[config.mk]
export PLATFORM = sky130hd
export DESIGN_NAME = interp_10x_sequencer
export DESIGN_NICKNAME = d
export VERILOG_FILES = /design/src/rtl/interp_10x_sequencer.sv
export SDC_FILE = /design/constraint.sdc
export NUM_CORES = 1
export LEC_CHECK = 0
export ABC_AREA = 1
export CORE_MARGIN = 2
export CORE_UTILIZATION = 30
export DETAILED_ROUTE_END_ITERATION = 10
export PLACE_DENSITY = 0.56
export SYNTH_ARGS = -nofsm -noshare
export SYNTH_HDL_FRONTEND = slang
export SYNTH_SLANG_ARGS = --single-unit
[constraint.sdc]
create_clock -name clk -period 1.3 [get_ports clk]
set_input_delay 0.26 -clock clk [delete_from_list [all_inputs] [get_ports clk]]
set_output_delay 0.26 -clock clk [all_outputs]
set_load 0.01 [all_outputs]
[src/rtl/interp_10x_sequencer.sv]
// interp_10x_sequencer: sample feed and strobe generator for the 10x interpolator atoms.
// Samples arrive over valid/ready into a one-entry holding register and are shifted
// into a 3-deep delay line once per input period (10 frames of 10 ticks).
module interp_10x_sequencer #(
   parameter int unsigned DIV = 1
) (
   input  logic       clk,
   input  logic       reset,
   input  logic       run,
   input  logic [7:0] s_data,
   input  logic       s_valid,
   output logic       s_ready,
   output logic       clk_en,
   output logic       clk_en_10x,
   output logic       msb_stage,
   output logic       end_stage,
   output logic [3:0] phase,
   output logic [7:0] sample_x0,
   output logic [7:0] sample_x1,
   output logic [7:0] sample_x2,
   output logic       underrun,
   output logic       busy
);

   localparam logic [7:0] PRE_LAST = 8'(DIV - 1);

   typedef enum logic {
      IDLE,
      RUN
   } state_t;

   state_t     state;
   state_t     state_next;
   logic [7:0] pre;
   logic [3:0] tick;
   logic [3:0] phase_cnt;
   logic [7:0] hold;
   logic       full;
   logic       start;
   logic       tick_strobe;
   logic       frame_wrap;
   logic       load;
   logic       take;

   // Sequencer state register
   always_ff @(posedge clk) begin
      if (reset) state <= IDLE;
      else       state <= state_next;
   end

   // Next state plus the per-cycle decodes: start, tick strobe, frame wrap, delay-line load
   always_comb begin
      state_next  = state;
      start       = 1'b0;
      tick_strobe = 1'b0;
      frame_wrap  = 1'b0;
      load        = 1'b0;
      case (state)
         IDLE: begin
            if (run) begin
               state_next = RUN;
               start      = 1'b1;
               load       = 1'b1;
            end
         end
         RUN: begin
            tick_strobe = (pre == 8'd0);
            frame_wrap  = (pre == PRE_LAST) && (tick == 4'd9);
            if (frame_wrap) begin
               if (!run)                    state_next = IDLE;
               else if (phase_cnt == 4'd9)  load       = 1'b1;
            end
         end
         default: state_next = IDLE;
      endcase
      s_ready = !full || load;
      take    = s_valid && s_ready;
   end

   // Prescaler, tick and phase counters; a start always begins a fresh phase-0 frame
   always_ff @(posedge clk) begin
      if (reset || start) begin
         pre       <= 8'd0;
         tick      <= 4'd0;
         phase_cnt <= 4'd0;
      end else if (state == RUN) begin
         if (pre == PRE_LAST) begin
            pre  <= 8'd0;
            tick <= (tick == 4'd9) ? 4'd0 : tick + 4'd1;
         end else begin
            pre <= pre + 8'd1;
         end
         if (frame_wrap) phase_cnt <= (phase_cnt == 4'd9) ? 4'd0 : phase_cnt + 4'd1;
      end
   end

   // Registered strobes describe the previous cycle's counters; phase freezes in IDLE
   always_ff @(posedge clk) begin
      if (reset) begin
         clk_en_10x <= 1'b0;
         clk_en     <= 1'b0;
         msb_stage  <= 1'b0;
         end_stage  <= 1'b0;
         busy       <= 1'b0;
         phase      <= 4'd0;
      end else begin
         clk_en_10x <= tick_strobe;
         clk_en     <= tick_strobe && (tick == 4'd0);
         msb_stage  <= tick_strobe && (tick == 4'd8);
         end_stage  <= tick_strobe && (tick == 4'd9);
         busy       <= (state == RUN);
         if (state == RUN) phase <= phase_cnt;
      end
   end

   // Holding register: a same-cycle load and transfer leaves it full with the new sample
   always_ff @(posedge clk) begin
      if (reset) begin
         hold <= 8'd0;
         full <= 1'b0;
      end else if (take) begin
         hold <= s_data;
         full <= 1'b1;
      end else if (load) begin
         full <= 1'b0;
      end
   end

   // Delay line shift; an empty holding register injects zero and latches the sticky underrun
   always_ff @(posedge clk) begin
      if (reset) begin
         sample_x0 <= 8'd0;
         sample_x1 <= 8'd0;
         sample_x2 <= 8'd0;
         underrun  <= 1'b0;
      end else if (load) begin
         sample_x2 <= sample_x1;
         sample_x1 <= sample_x0;
         sample_x0 <= full ? hold : 8'd0;
         if (!full) underrun <= 1'b1;
      end
   end

endmodule
==> run metrics, run 1 <==
# diodes=0; Peak VDD IR=437 uV; drt initial violations=94; Min Hold Slack=477 ps; commonest cells after routing, fill and taps aside=nor2_1 (60), dfxtp_1 (52), buf_4 (47); CP Class=flip-flop to primary output; Reg clk slew, reported paths=70 ps; synth unique cells=35; dominant cells by area after synthesis=dfxtp_1 (49%), nor2_1 (11%), inv_1 (4.7%); total wire length=about 6.0 mm; status=finished with violations; Via density=between 4 and 5; yosys warns=0; Core Footprint=0.00809 mm^2; Clock Sinks=60; area grow syn2layout=60.2%; total track usage=14.1%; cell accounting for the most synthesized area=dfxtp_1; Worst Min Path Start=underrun$_SDFFE_PP0P_; Worst Hold Path Cells=2; Final ANT Viol Nets=0; I/O Pins=47; initial antenna violation count=0; DPL Wire Length=3.99 mm; flops & latches, synth=60; Gate Count Post-Synth=312; syn avg cell area=7.88 um^2; syn_nets=~330; pwr dens=1180 mW/mm^2; hold path endpoint=underrun$_SDFFE_PP0P_; leakage=1.78 nW; H-tree lvl count=3; Slew Viols, Final=0; CTS Buffer Depth=2; R2R cell count=10; filler instances=807; Crit path required time=1040 ps; final worst slack=-289 ps; Port Buffer Count=46; crit path max fanout=2; final hold vios=0; data arrival time of the critical path=1330 ps; failing checks=negative setup slack; top-area cell type share of the netlist area=between 40 and 50%; Worst setup EP type=primary output; Final Cycle Share=122%; reg-to-reg startpoint=pre[0]$_SDFFE_PP0P_; reg-to-reg endpoint=sample_x0[3]$_SDFFE_PP0P_; clk_lat worst skew=350 ps; Num CTS Buffers=9; Final Non-Filler Cells=526; Placed Cells=between 400 and 500; Root Buffer=clkbuf_8; 1st-pass router iterations=4; Max Fclk=629 MHz; WL/cell=11.4 um; storage element area=0.00121 mm^2; Starting Density=a little under a third; first-pass GRT wire length=slightly below 10 mm; Worst-Margin Slew=241 ps; grt total ovfl=0; post-route setup TNS=-6500 ps; gpl congestion=0.737; Seq/Total Area, Yosys=roughly 50%; Tmin final=1590 ps; worst hold path class=flip-flop to flip-flop; die width=94.5 um; CTS tree=yes; RSZ-0062 raised after global routing=true; Chip Height=94.5 um; Die Footprint=0.00893 mm^2; Clock Skews=10.3 ps; Remaining DRCs=0; pin count of the biggest net entering global routing=33; total power draw=around 4.7 mW; share of cells above drive strength 1=about a third; row count=33; leading cell type in the layout, fill and taps excluded=nor2_1; Worst setup SP type=flip-flop; vias in the first global route=2,122; Final setup viols=between 40 and 50; Via Count=~2.3k; register-to-register setup slack=-210 ps; MaxCap Viol Count=0; nets@finish=430; area of the multi-input gates=between 0.001 and 0.0015 mm^2; Rel. slew slack=83.9%; Netlist Area Pre-Place=between 0.002 and 0.0025 mm^2; utilization of the core after routing=just under 50%
## area by class of cell
class / instances / area share [%]
clock inverters: 7 / 2.54
flip-flops and latches: 60 / 30.8
well taps: 105 / 3.34
clock buffers: 9 / 3.15
multi-input cells: 204 / 31.7
repair buffers: 106 / 24.7
inverters: 35 / 3.88
## registers in the layout, summed over array words and instances (netlist names), 4 cells and up
name and flops:
hold 8, phase 4, phase_cnt 4, pre 8
sample_x0 8, sample_x1 8, sample_x2 8, tick 4
## worst max path at each step
stage                   startpoint                        end  slack, ps  cells past startpoint
2_1_floorplan  pre[1]$_SDFFE_PP0P_  sample_x0[3]$_SDFFE_PP0P_        -40                     10
3_3_place_gp                   run                    s_ready       -720                      6
3_5_place_dp                   run                    s_ready       -730                      6
4_1_cts        pre[1]$_SDFFE_PP0P_                    s_ready       -310                      7
5_1_grt        pre[5]$_SDFFE_PP0P_                    s_ready       -350                      6
6_report       pre[0]$_SDFFE_PP0P_                    s_ready       -290                      7
## through the flow
| step | worst slack, ps | cell area [um^2] |
|---|---|---|
| finish | -289 | 3940 |
| global route | -347 | 3940 |
| CTS | -315 | 3740 |
| floorplan | -43.4 | 2470 |
| detailed placement | -729 | 3330 |
| global placement | -723 | 3330 |
## synth_stat cells (all sizes together)
| library cell | instances |
|---|---|
| xor2 | 2 |
| o211ai | 1 |
| ha | 2 |
| o211a | 1 |
| nor3 | 3 |
| a22oi | 1 |
| nand2 | 28 |
| a21oi | 26 |
| inv | 34 |
| o2111ai | 1 |
| a211oi | 1 |
| nand3 | 17 |
| o22ai | 1 |
| clkbuf | 6 |
| clkinv | 1 |
| nor3b | 5 |
| o21ai | 30 |
| a31oi | 1 |
| xnor2 | 1 |
| nor2 | 80 |
| nand4 | 3 |
| buf | 7 |
| dfxtp | 60 |
## power breakdown
group | internal (mW) | switching, mW
clock | 1.09 | 0.807
sequential | 1.95 | 0.0684
combinational | 0.369 | 0.371
total | 3.41 | 1.25
## critical path, cell delays in order (launching register included)
cell     delay, ps
dfxtp_2        330
inv_2           60
ha_4           140
nand2_4         50
nor2_4         120
nand3_4         90
nand3_4         80
buf_6          100
## logic make-up after synthesis
kind of cell | count (synthesis) | synth area share, %
AO/OA/AOI/OAI | 63 | 14.2
AND/OR/NAND/NOR | 136 | 25.8
buffers and inverters | 48 | 9.01
flip-flops | 60 | 48.9
adder cells (fa/ha/maj) | 2 | 1.02
XOR/XNOR | 3 | 1.07
## metal layers
metal  vias to the layer above  global-route usage (%)  share of wire (%)
met5                         -                       0                  0
met4                         0                    6.52                2.5
met3                        12                    4.15                4.1
met2                        44                    22.0                 48
met1                      1059                    17.9                 46
li1                       1222                       -                  -
## what timing repair did
action / CTS / global route
buffers inserted: 5 / 10
hold buffers: 0 / 0
gates resized for setup: 79 / 48
pin swaps: 8 / 20
cloned: 2 / 0
endpoints found under the setup margin: 83 / 58
Power figures use the tool's default switching activity.
==> run 2: changes to the inputs <==
PLACE_DENSITY = default   (was 0.56)
PLACE_DENSITY_LB_ADDON = 0.12   (was default)
SLEW_MARGIN = 20   (was default)
==> run metrics, run 2 (synthesized netlist as in run 1, its figures left out) <==
crit path max fanout=2; Rel. slew slack=roughly 82%; commonest cells after routing, fill and taps aside=nor2_1 (62), dfxtp_1 (49), buf_4 (42); final hold vios=0; Sw Ratio=29.9%; Slew Viols, Final=0; Via density=~4.5; Psw=1.30 mW; final worst slack=-287 ps; CTS tree=yes; DPL Wire Length=3.88 mm; Clock Skews=between 10 and 15 ps; Peak VDD IR=617 uV; Worst setup EP type=primary output; Via Count=2,343; H-tree lvl count=3; clk_lat worst skew=between 300 and 400 ps; Final setup viols=47; Port Buffer Count=46; Power Internal=3.06 mW; worst hold path class=flip-flop to flip-flop; Worst Setup SP=pre[3]$_SDFFE_PP0P_; Clock Sinks=60; initial antenna violation count=0; Final ANT Viol Nets=0; CP bufs+invs=1; total power draw=between 4 and 5 mW; row count=33; pin count of the biggest net entering global routing=33; CP Cell Sequence=nor2_2 > nand2_2 > nor2_4 > nand3_4 > nand3_4 > buf_6; Crit path max-delay family=simple AND/OR/NAND/NOR gates; Worst-Margin Slew=roughly 270 ps; gr busiest metal=met2; nets@finish=429; Min Hold Slack=490 ps; I/O Pins=47; R2R cell count=11; pwr dens=1080 mW/mm^2; CP Class=flip-flop to primary output; slowest CP cell=dfxtp_1; leading cell type in the layout, fill and taps excluded=nor2_1; area grow syn2layout=63.7%; first-pass GRT wire length=~9.6 mm; Tmin final=1590 ps; RSZ-0062 raised after global routing=true; CTS Buffer Depth=2; register-to-register setup slack=-210 ps; die width=roughly 95 um; Clk network pwr share=between 30% and 40%; combinational share of power=18.7%; share of cells above drive strength 1=40.7%; Starting Density=30.4%; Max Fclk=630 MHz; Final Cycle Share=122%; total wire length=5.97 mm; CP max stage delay=330 ps; data arrival time of the critical path=1330 ps; cts-stage hold buffer count=0; Num CTS Buffers=9; WL/cell=11.4 um; met3 Track Usage GR=between 4 and 5%; drt initial violations=47; met2 GRT Util=20.6%; Crit path depth=6; gpl congestion=approximately 0.74; grt total ovfl=0; MaxCap Viol Count=0; sequential power share=46.6%; Remaining DRCs=0; Crit path required time=1040 ps; Root Buffer=clkbuf_8; Worst path most repeated cell=nand3_4; post-route setup TNS=-6920 ps; Die Footprint=0.00893 mm^2; Chip Height=94.5 um; Worst Min Path Start=sample_x0[6]$_SDFFE_PP0P_; total track usage=around 14%; vias in the first global route=2,089; reg-to-reg startpoint=pre[3]$_SDFFE_PP0P_; 1st-pass router iterations=4; Core Footprint=about 0.0081 mm^2; status=finished with violations; # diodes=0; Reg clk slew, reported paths=70 ps; leakage=1.78 nW; Worst setup SP type=flip-flop; failing checks=negative setup slack; filler instances=807; GR Util met1=19.0%; Worst Hold Path Cells=2
==> run 2: worst register-to-register path: stages (launching register included) <==
cell and delay [ps]:
dfxtp_1 330, nor2_2 150, nand2_2 80, nor2_4 150, buf_4 130, buf_6 120
inv_4 50, nor2_4 120, nand3_2 120, o21ai_1 130, nand2_1 60, inv_1 40
==> run 2: what timing repair did <==
item	CTS	global route
pin swaps	22	41
buffers inserted	4	4
gates resized for setup	97	74
setup endpoints to repair	86	55
cloned	3	2
==> run 2: power groups by stage <==
stage / registers, mW / clock network [mW] / logic (mW)
floorplan: 2.08 / 0 / 0.303
global placement: 2.06 / 0 / 0.664
detailed placement: 2.06 / 0 / 0.666
CTS: 2.02 / 1.56 / 0.724
global route: 2.05 / 1.65 / 0.895
finish: 2.03 / 1.51 / 0.817
==> run 2: cell type report <==
class / count / area, um^2 / share of cell area [%]
Multi-Input combinational cell: 204 / 1360 / 33.9
Inverter: 35 / 153 / 3.79
Timing Repair Buffer: 103 / 968 / 24.1
Tap cell: 105 / 131 / 3.26
Timing Repair inverter: 2 / 17.5 / 0.435
Clock inverter: 7 / 52.6 / 1.31
Sequential cell: 60 / 1210 / 30.2
Clock buffer: 9 / 124 / 3.08
==> run 2: through the flow <==
stage	setup slack [ps]	area [um^2]	cells	util, %
after floorplan	-43.4	2470	312	-
after global placement	-640	3360	498	41.6
after detailed placement	-652	3360	498	41.6
after CTS	-312	3750	521	46.3
after global routing	-391	4020	525	49.7
final	-287	4020	525	49.7
==> run 2: worst paths after layout <==
kind,end
max,s_ready
min,sample_x1[6]$_SDFFE_PP0P_
max reg2reg,phase_cnt[2]$_SDFFE_PP0P_
min reg2reg,sample_x1[6]$_SDFFE_PP0P_
==> run 2: metal layers <==
metal / wire length [um] / part of all wire (%) / vias to the layer above
met4: 86 / 1.4 / 0
met5: 0 / 0 / -
met1: 2960 / 50 / 1075
met2: 2670 / 45 / 45
li1: - / - / 1216
met3: 256 / 4.3 / 7
